$ cat config.mk
export PLATFORM = sky130hd
export DESIGN_NAME = mdu_iterative
export DESIGN_NICKNAME = d
export VERILOG_FILES = /design/src/rtl/mdu_iterative.sv
export SDC_FILE = /design/constraint.sdc
export NUM_CORES = 1
export LEC_CHECK = 0
export CORE_MARGIN = 10
export CORE_UTILIZATION = 50
export CTS_CLUSTER_SIZE = 16
export DETAILED_ROUTE_END_ITERATION = 10
export GPL_TIMING_DRIVEN = 0
export PLACE_DENSITY = 0.67
export SLEW_MARGIN = 20
export SYNTH_ARGS = -nofsm -noshare
export SYNTH_HDL_FRONTEND = slang
export SYNTH_SLANG_ARGS = --single-unit
$ cat constraint.sdc
create_clock -name clk -period 8 [get_ports clk]
set_input_delay 0.8 -clock clk [delete_from_list [all_inputs] [get_ports clk]]
set_output_delay 0.8 -clock clk [all_outputs]
set_load 0.02 [all_outputs]
$ cat src/rtl/mdu_iterative.sv
// Iterative RV32M multiply/divide unit: radix-configurable shift-add multiplier,
// restoring radix-2 divider, single-cycle fast path for divide-by-zero and overflow.
//   state | meaning
//   IDLE  | waiting for start; fast-path results are issued from here
//   MUL   | shift-add multiply iterations, MUL_BITS multiplier bits per cycle
//   DIV   | restoring divide iterations, one quotient bit per cycle
//   FIX   | sign correction, word select, result/tag/done registered
module mdu_iterative #(
    parameter int XLEN     = 32,
    parameter int MUL_BITS = 1,
    parameter int TAG_W    = 5
) (
    input  logic             clk,
    input  logic             rst,
    input  logic             start,
    input  logic [2:0]       op,
    input  logic [XLEN-1:0]  rs1,
    input  logic [XLEN-1:0]  rs2,
    input  logic [TAG_W-1:0] tag_in,
    input  logic             flush,
    output logic             busy,
    output logic             done,
    output logic [XLEN-1:0]  result,
    output logic [TAG_W-1:0] tag_out
);

    localparam int CNT_W = $clog2(XLEN) + 1;
    localparam logic [CNT_W-1:0] MUL_ITERS = CNT_W'(XLEN / MUL_BITS);
    localparam logic [CNT_W-1:0] DIV_ITERS = CNT_W'(XLEN);
    localparam logic [CNT_W-1:0] CNT_ONE   = CNT_W'(1);
    localparam logic [XLEN-1:0]  MOST_NEG  = {1'b1, {(XLEN-1){1'b0}}};

    localparam logic [1:0] S_IDLE = 2'd0;
    localparam logic [1:0] S_MUL  = 2'd1;
    localparam logic [1:0] S_DIV  = 2'd2;
    localparam logic [1:0] S_FIX  = 2'd3;

    logic [1:0]          state;
    logic [2*XLEN-1:0]   acc;
    logic [XLEN-1:0]     opnd;      // multiplicand or divisor magnitude
    logic [CNT_W-1:0]    cnt;
    logic [2:0]          op_q;
    logic [TAG_W-1:0]    tag_q;
    logic                neg_q;
    logic                rem_neg_q;

    logic                a_signed, b_signed, a_neg, b_neg;
    logic [XLEN-1:0]     a_abs, b_abs;
    logic                div_zero, div_ovf, fast;
    logic [XLEN-1:0]     fast_val;

    logic [MUL_BITS-1:0]      m_bits;
    logic [XLEN+MUL_BITS-1:0] pp, mul_sum;
    logic [2*XLEN-1:0]        mul_next;
    logic [XLEN:0]            r_sh, diff;
    logic [2*XLEN-1:0]        div_next;

    logic [2*XLEN-1:0]   prod_fix;
    logic [XLEN-1:0]     quo_fix, rem_fix, fix_val;

    assign busy = (state != S_IDLE);

    always_comb begin
        a_signed = (op == 3'b001) || (op == 3'b010) || (op == 3'b100) || (op == 3'b110);
        b_signed = (op == 3'b001) || (op == 3'b100) || (op == 3'b110);
        a_neg    = a_signed && rs1[XLEN-1];
        b_neg    = b_signed && rs2[XLEN-1];
        a_abs    = a_neg ? -rs1 : rs1;
        b_abs    = b_neg ? -rs2 : rs2;
        div_zero = op[2] && (rs2 == '0);
        div_ovf  = ((op == 3'b100) || (op == 3'b110)) && (rs1 == MOST_NEG) && (rs2 == '1);
        fast     = div_zero || div_ovf;
        fast_val = '0;
        // op[1] separates REM/REMU from DIV/DIVU
        if (div_zero)
            fast_val = op[1] ? rs1 : '1;
        else if (div_ovf)
            fast_val = op[1] ? '0 : MOST_NEG;
    end

    always_comb begin
        m_bits   = acc[MUL_BITS-1:0];
        pp       = {{MUL_BITS{1'b0}}, opnd} * {{XLEN{1'b0}}, m_bits};
        mul_sum  = {{MUL_BITS{1'b0}}, acc[2*XLEN-1:XLEN]} + pp;
        mul_next = {mul_sum, acc[XLEN-1:MUL_BITS]};

        // partial remainder gets one extra bit so 2*rem+bit never overflows
        r_sh     = acc[2*XLEN-1:XLEN-1];
        diff     = r_sh - {1'b0, opnd};
        div_next = diff[XLEN] ? {r_sh[XLEN-1:0], acc[XLEN-2:0], 1'b0}
                              : {diff[XLEN-1:0], acc[XLEN-2:0], 1'b1};
    end

    always_comb begin
        prod_fix = neg_q ? -acc : acc;
        quo_fix  = neg_q ? -acc[XLEN-1:0] : acc[XLEN-1:0];
        rem_fix  = rem_neg_q ? -acc[2*XLEN-1:XLEN] : acc[2*XLEN-1:XLEN];
        case (op_q)
            3'b000:                 fix_val = prod_fix[XLEN-1:0];
            3'b001, 3'b010, 3'b011: fix_val = prod_fix[2*XLEN-1:XLEN];
            3'b100, 3'b101:         fix_val = quo_fix;
            default:                fix_val = rem_fix;
        endcase
    end

    always_ff @(posedge clk or negedge rst) begin
        if (!rst) begin
            state     <= S_IDLE;
            acc       <= '0;
            opnd      <= '0;
            cnt       <= '0;
            op_q      <= '0;
            tag_q     <= '0;
            neg_q     <= 1'b0;
            rem_neg_q <= 1'b0;
            done      <= 1'b0;
            result    <= '0;
            tag_out   <= '0;
        end else begin
            done <= 1'b0;
            if (flush) begin
                state <= S_IDLE;
            end else begin
                case (state)
                    S_IDLE: begin
                        if (start) begin
                            op_q  <= op;
                            tag_q <= tag_in;
                            if (fast) begin
                                result  <= fast_val;
                                tag_out <= tag_in;
                                done    <= 1'b1;
                            end else if (op[2]) begin
                                state     <= S_DIV;
                                acc       <= {{XLEN{1'b0}}, a_abs};
                                opnd      <= b_abs;
                                cnt       <= DIV_ITERS;
                                neg_q     <= a_neg ^ b_neg;
                                rem_neg_q <= a_neg;
                            end else begin
                                state     <= S_MUL;
                                acc       <= {{XLEN{1'b0}}, b_abs};
                                opnd      <= a_abs;
                                cnt       <= MUL_ITERS;
                                neg_q     <= a_neg ^ b_neg;
                                rem_neg_q <= 1'b0;
                            end
                        end
                    end
                    S_MUL: begin
                        acc <= mul_next;
                        cnt <= cnt - CNT_ONE;
                        if (cnt == CNT_ONE)
                            state <= S_FIX;
                    end
                    S_DIV: begin
                        acc <= div_next;
                        cnt <= cnt - CNT_ONE;
                        if (cnt == CNT_ONE)
                            state <= S_FIX;
                    end
                    S_FIX: begin
                        result  <= fix_val;
                        tag_out <= tag_q;
                        done    <= 1'b1;
                        state   <= S_IDLE;
                    end
                endcase
            end
        end
    end

endmodule

Yosys cells after proc, flatten, opt, wreduce, memory -nomap -nowiden
Index checks and enable logic that the tools add are counted.
{"block": "totals", "register_bits": 152, "latch_bits": 0, "ram_bits": 0, "romBits": 0, "in_bits": 76, "out_inout_bits": 39, "elab_cells": 108, "n_memories": 0}
{"block": "op_classes", "add_sub_neg": 8, "multipliers": 1, "div": 0, "n_lt_le_gt_ge": 0, "n_eq_ne": 21, "shifts": 0, "mux": 36, "bitwise_logic": 3, "reduce_logical": 28}
{"cell": "32-bit 2-to-1 mux", "count": 12}
{"cell": "64-bit 2-to-1 mux", "count": 4}
{"cell": "64-bit case mux with 3 select lines", "count": 1}
{"cell": "32-bit negator", "count": 4}
{"cell": "32-bit case mux with 3 select lines", "count": 1}
{"cell": "32-bit equality test, second input constant", "count": 2}
{"cell": "64-bit negator", "count": 1}
{"cell": "32-bit case mux with 2 select lines", "count": 1}
{"cell": "32-bit by 33-bit adder with 33-bit output", "count": 1}
{"cell": "32-bit by 1-bit multiplier with 33-bit output", "count": 1}
{"cell": "33-bit by 32-bit subtractor with 33-bit output", "count": 1}
{"cell": "32-bit zero test", "count": 1}
{"cell": "4-bit AND reduction", "count": 4}
{"cell": "3-bit equality test, second input constant", "count": 4}
{"cell": "6-bit 2-to-1 mux", "count": 2}
{"cell": "6-bit case mux with 2 select lines", "count": 1}
{"cell": "2-bit 2-to-1 mux", "count": 5}
{"cell": "5-bit 2-to-1 mux", "count": 2}
{"cell": "5-bit case mux with 2 select lines", "count": 1}
{"cell": "3-bit by 2-bit equality test with 1-bit output, second input constant", "count": 3}
{"cell": "1-bit logical OR", "count": 7}
{"cell": "3-bit by 1-bit equality test with 1-bit output, second input constant", "count": 2}
{"cell": "6-bit by 1-bit equality test with 1-bit output, second input constant", "count": 1}
{"cell": "2-bit inequality test, second input constant", "count": 3}
{"cell": "other kinds (18)", "count": 32}

Depth between registers and ports, before layout
{"block": "logic_depth", "ltp_word": 10, "ltp_mapped": 14, "ltp_nobuf": 13}

Worst setup path before layout
Ideal clock, no wire load.
{"block": "synth_path", "path_type": "reg-to-reg", "startpoint": "reg acc[32]", "endpoint": "reg acc[33]", "setup_time_ns": 0.120, "arrival_time_ns": 3.450, "t_required_ns": 7.880, "slack_ns": 4.429, "path_stages_with_launch": 14, "n_path_buf": 2, "synth_period_minus_slack_ns": 3.571, "cell_sequence": "dfrtp_1 > clkbuf_1 > inv_1 > fa_1 > nand2b_1 > a21oi_1 > o22a_1 > a31oi_1 > o31ai_1 > a21oi_1 > xnor2_1 > clkbuf_1 > nand2_1 > a31o_2"}
{"block": "synth_via", "elab_chain_len": 3, "word_cells_on_any_way": 4}
{"item": "start, declared", "line": "39", "rtl": "logic [2*XLEN-1:0] acc;"}
{"item": "start signal, assigned", "line": "135", "rtl": "acc <= {{XLEN{1'b0}}, a_abs};"}
{"item": "start signal, assigned", "line": "142", "rtl": "acc <= {{XLEN{1'b0}}, b_abs};"}
{"item": "start signal, assigned", "line": "151", "rtl": "acc <= mul_next;"}
{"item": "33-bit by 32-bit subtractor with 33-bit output", "line": "89", "rtl": "diff = r_sh - {1'b0, opnd};"}
{"item": "64-bit 2-to-1 mux", "line": "90", "rtl": "div_next = diff[XLEN] ? {r_sh[XLEN-1:0], acc[XLEN-2:0], 1'b0}"}
{"item": "64-bit case mux with 3 select lines *", "line": "124", "rtl": "case (state)"}
Every way passes the cells marked *; elsewhere a longest branch is shown, timed or not.
A chain may end at the register's enable or synchronous reset.

Worst setup path in the final report
{"block": "layout_path", "startpoint": "in rs2[27]", "endpoint": "reg result[0]"}
{"block": "layout_via", "elab_chain_len": 7, "word_cells_on_any_way": 12}
{"item": "start, declared", "line": "18", "rtl": "input logic [XLEN-1:0] rs2,"}
{"item": "32-bit equality test", "line": "71", "rtl": "div_ovf = ((op == 3'b100) || (op == 3'b110)) && (rs1 == MOST_NEG) && (rs2 == '1);"}
{"item": "1-bit logical AND", "line": "71"}
{"item": "32-bit 2-to-1 mux", "line": "77", "rtl": "else if (div_ovf)"}
{"item": "32-bit 2-to-1 mux", "line": "75", "rtl": "if (div_zero)"}
{"item": "32-bit 2-to-1 mux", "line": "129", "rtl": "if (fast) begin"}
{"item": "32-bit 2-to-1 mux", "line": "126", "rtl": "if (start) begin"}
{"item": "32-bit case mux with 2 select lines", "line": "124"}
{"item": "end signal, assigned", "line": "130", "rtl": "result <= fast_val;"}
{"item": "end signal, assigned", "line": "163", "rtl": "result <= fix_val;"}
{"item": "end, declared", "line": "23", "rtl": "output logic [XLEN-1:0] result,"}
Parallel ways exist; a longest one is shown, timed or not. The select of a mux whose other input is x is not followed.

==> key figures <==
Status
  • Status: finished, final reports clean

Routing
  • WL/cell: 26.6 um
  • DRT Pass-1 Iters: 6
  • Highest Signal Layer: met5
  • Met3 Routed Length: 8190 um
  • Met2 WL post-DR: 29700 um
  • Vias per cell: 6.77
  • DRC: 0
  • Post-route ant nets: 0
  • Met1 wire length: 28200 um
  • Via count: 17871
  • Total routed wirelength: 70200 um
  • First-iteration detailed-routing DRC count: 2649

Pwr
  • VDD IR max: 0.229 mV
  • Pwr Density: 435 nW/um^2
  • Pint: 3.36 mW
  • Sw Pwr: 4.34 mW
  • Gate power share: 0.696
  • Switching Fraction: 0.564
  • Pleak: 7.14 nW
  • Clock Power Share: 0.109
  • Total Power: 7.69 mW
  • Sequential power share: 0.195

Critical path
  • Worst-path maximum fanout: 10
  • Crit path required time: 8370 ps
  • CP Capture Type: flop
  • Worst Path Arrival: 5910 ps
  • CP Buf/Inv Count: 2
  • R2R Setup Slk: 2880 ps
  • Critical Path Source Type: primary input
  • Crit path max-delay family: simple AND/OR/NAND/NOR gates
  • Worst reg2reg path depth: 14
  • Worst path max stage delay: 890 ps
  • Reg-to-Reg Start: acc[32]$_DFFE_PN0P_
  • Slowest cell on crit path: a211oi_2
  • Worst-path cell chain: clkdlybuf4s50_1, or4_1, nor4_1, nand4_1, o21ai_1, nand2_1, a211oi_2, clkbuf_1, o211ai_1, o211ai_1
  • Cell mode on critical path: o211ai_1
  • CP Class: primary input to flop
  • Reg-to-reg endpoint: acc[36]$_DFFE_PN0P_

Clock network
  • Htree depth: 4
  • Post-CTS setup buffers: 0
  • # hold bufs at CTS: 0
  • Total clock sinks: 152
  • Inserted Clock Buffers: 17
  • CTS Root Cell: clkbuf_16
  • CTS tree: done
  • CTS clock-pin slew for the worst setup and hold paths: 70 ps
  • Later-pin clock latency in the skew report: 470 ps
  • Clock buffer depth: 2
  • PostCTS Resize Cnt: 0

STA
  • Fin. Hold Viols: 0
  • Tmin final: 5530 ps
  • Worst-margin pin slew: 1100 ps
  • Final Cycle Share: 0.692
  • Relative slew slack: 0.265
  • Finish-stage setup viols: 0
  • Slew Limit Fails: 0
  • Setup ws final: 2470 ps
  • Worst Skew: 16.0 ps
  • Maximum clock rate: 181 MHz
  • Sum Neg Setup Slack: 0 ps
  • RSZ-0062 raised after global routing: false
  • WHS: 271 ps

Cells and area
  • Post-layout util: 0.578
  • Layout cells sized above 1: 0.0290
  • Commonest non-fill, non-tap cells in the layout: o21ai_0, nand2_1, nor2_1
  • Most common cell after layout, fill and taps aside: o21ai_0
  • Nets: 2384
  • Cell area after layout: 17700 sq um
  • Non-filler cells, final: 2641
  • Area growth, synth to finish: 14.4%

Die
  • Placeable Area: 30600 sq um
  • Initial core utilization: 0.506
  • Die area: 38400 sq um
  • Horiz. Die Dim: 196 um
  • Row cnt: 64
  • Die H: 196 um
  • Io pins: 115

Logic synthesis
  • Ys async rst share: 1.00
  • Sequential element share of the synthesized area: 0.246
  • Post-synth EDFFs: 0
  • Mapped cell area: 15500 sq um
  • Mapped Cells: 2099
  • Ys Warns: 0
  • Netlist cell types: 80
  • Top_reg_cell synth: dfrtp_1
  • Syn_area_per_cell: 7.37 sq um
  • Mapped Nets: 2252
  • Register bit count reported by yosys: 152

Placed design
  • Placed Instances: 2608
  • Final HPWL DP: 55400 um
  • Pre-CTS WS: 2220 ps
  • Port Buffers: 112
  • Placed cell area: 17100 sq um
  • Routability cong.: 1.04

Run
  • Max-Cap Viols: 0

Global route
  • Vias in the first global route: 16364
  • Total GRT Usage: 0.351
  • Largest net degree at the start of global routing: 94
  • Grt total ovfl: 0
  • Initial antenna violation count: 2
  • Wire length of the first global-routing pass: 103000 um

Hold path
  • Hold Crit Class: primary input to asynchronous set/reset pin
[area by class of cell]
type | instances | area [sq um]
clock buffers | 19 | 433
repair buffers | 113 | 1150
clock inverters | 13 | 133
well taps | 396 | 495
plain buffers | 158 | 602
multi-input cells | 1715 | 10800
inverters | 74 | 278
fillers | 2955 | 12900
diodes | 1 | 2.50
flip-flops and latches | 152 | 3800
[sequential cells by signal, indices dropped and copies added, names as in the netlist]
register	flops
tag_out	5
rem_neg_q	1
tag_q	5
neg_q	1
acc	64
state	2
done	1
result	32
op_q	3
cnt	6
opnd	32
[power groups by stage]
stage                     sequential [mW]  clock, mW  combinational [mW]
after global placement               1.48          0                5.09
after global routing                 1.53      0.863                5.76
after detailed placement             1.49          0                5.13
final                                1.50      0.842                5.35
after floorplan                      1.43          0                3.50
after CTS                            1.48      0.834                5.17
[layer usage]
| metal | track usage | vias to the layer above |
|---|---|---|
| li1 | - | 7977 |
| met1 | 0.462 | 8492 |
| met3 | 0.0861 | 200 |
| met2 | 0.520 | 1198 |
| met4 | 0.186 | 4 |
| met5 | 0 | - |
[cells in the mapped netlist, drive strengths merged, types with 9 or more instances]
| cell type | n | area share |
|---|---|---|
| nor2b | 18 | 0.0073 |
| and3 | 13 | 0.0053 |
| o21ai | 221 | 0.072 |
| a211oi | 14 | 0.0071 |
| or2 | 9 | 0.0036 |
| o211ai | 21 | 0.010 |
| o31ai | 36 | 0.017 |
| o21bai | 9 | 0.0044 |
| o41ai | 21 | 0.012 |
| nor3 | 56 | 0.018 |
| o21a | 9 | 0.0044 |
| mux2i | 23 | 0.015 |
| a21o | 32 | 0.016 |
| nand3 | 60 | 0.019 |
| nand2b | 17 | 0.0069 |
| or3 | 26 | 0.011 |
| a22oi | 52 | 0.025 |
| xor2 | 97 | 0.055 |
| o221ai | 11 | 0.0062 |
| xnor2 | 86 | 0.049 |
| dfrtp | 152 | 0.25 |
| o22ai | 18 | 0.0073 |
| a31oi | 37 | 0.015 |
| a21oi | 153 | 0.049 |
| a211o | 13 | 0.0074 |
| nor2 | 196 | 0.048 |
| nand4 | 28 | 0.011 |
| inv | 72 | 0.017 |
| a2111oi | 17 | 0.0096 |
| clkbuf | 141 | 0.034 |
| nor4 | 17 | 0.0069 |
| or4 | 20 | 0.0099 |
| buf | 17 | 0.0047 |
| nand2 | 216 | 0.052 |
| ha | 75 | 0.061 |
[worst max path at each step]
| stage | startpoint | cells past startpoint | slack [ps] | end |
|---|---|---|---|---|
| after floorplan | acc[32]$_DFFE_PN0P_ | 13 | 4430 | acc[33]$_DFFE_PN0P_ |
| after global placement | rst | 1 | -300 | cnt[4]$_DFFE_PN0P_ |
| after detailed placement | rs2[27] | 10 | 2220 | result[0]$_DFFE_PN0P_ |
| after CTS | rs2[27] | 10 | 2690 | result[0]$_DFFE_PN0P_ |
| after global routing | rs2[27] | 10 | 2510 | result[18]$_DFFE_PN0P_ |
| final | rs2[27] | 10 | 2470 | result[0]$_DFFE_PN0P_ |
[kinds of logic (layout without fill, tap and decap cells)]
family / after synthesis / count (layout) / share of synthesized area
AOI/OAI and AO/OA: 725 / 725 / 0.299
muxes: 26 / 26 / 0.0171
and+or+nand+nor: 704 / 704 / 0.214
DFF: 152 / 152 / 0.246
xor gates and xnor gates: 183 / 183 / 0.104
adders and majority gates: 77 / 77 / 0.0632
buffers and inverters: 232 / 377 / 0.0569
other: 0 / 1 / 0
(Power assumes the default switching activity.)
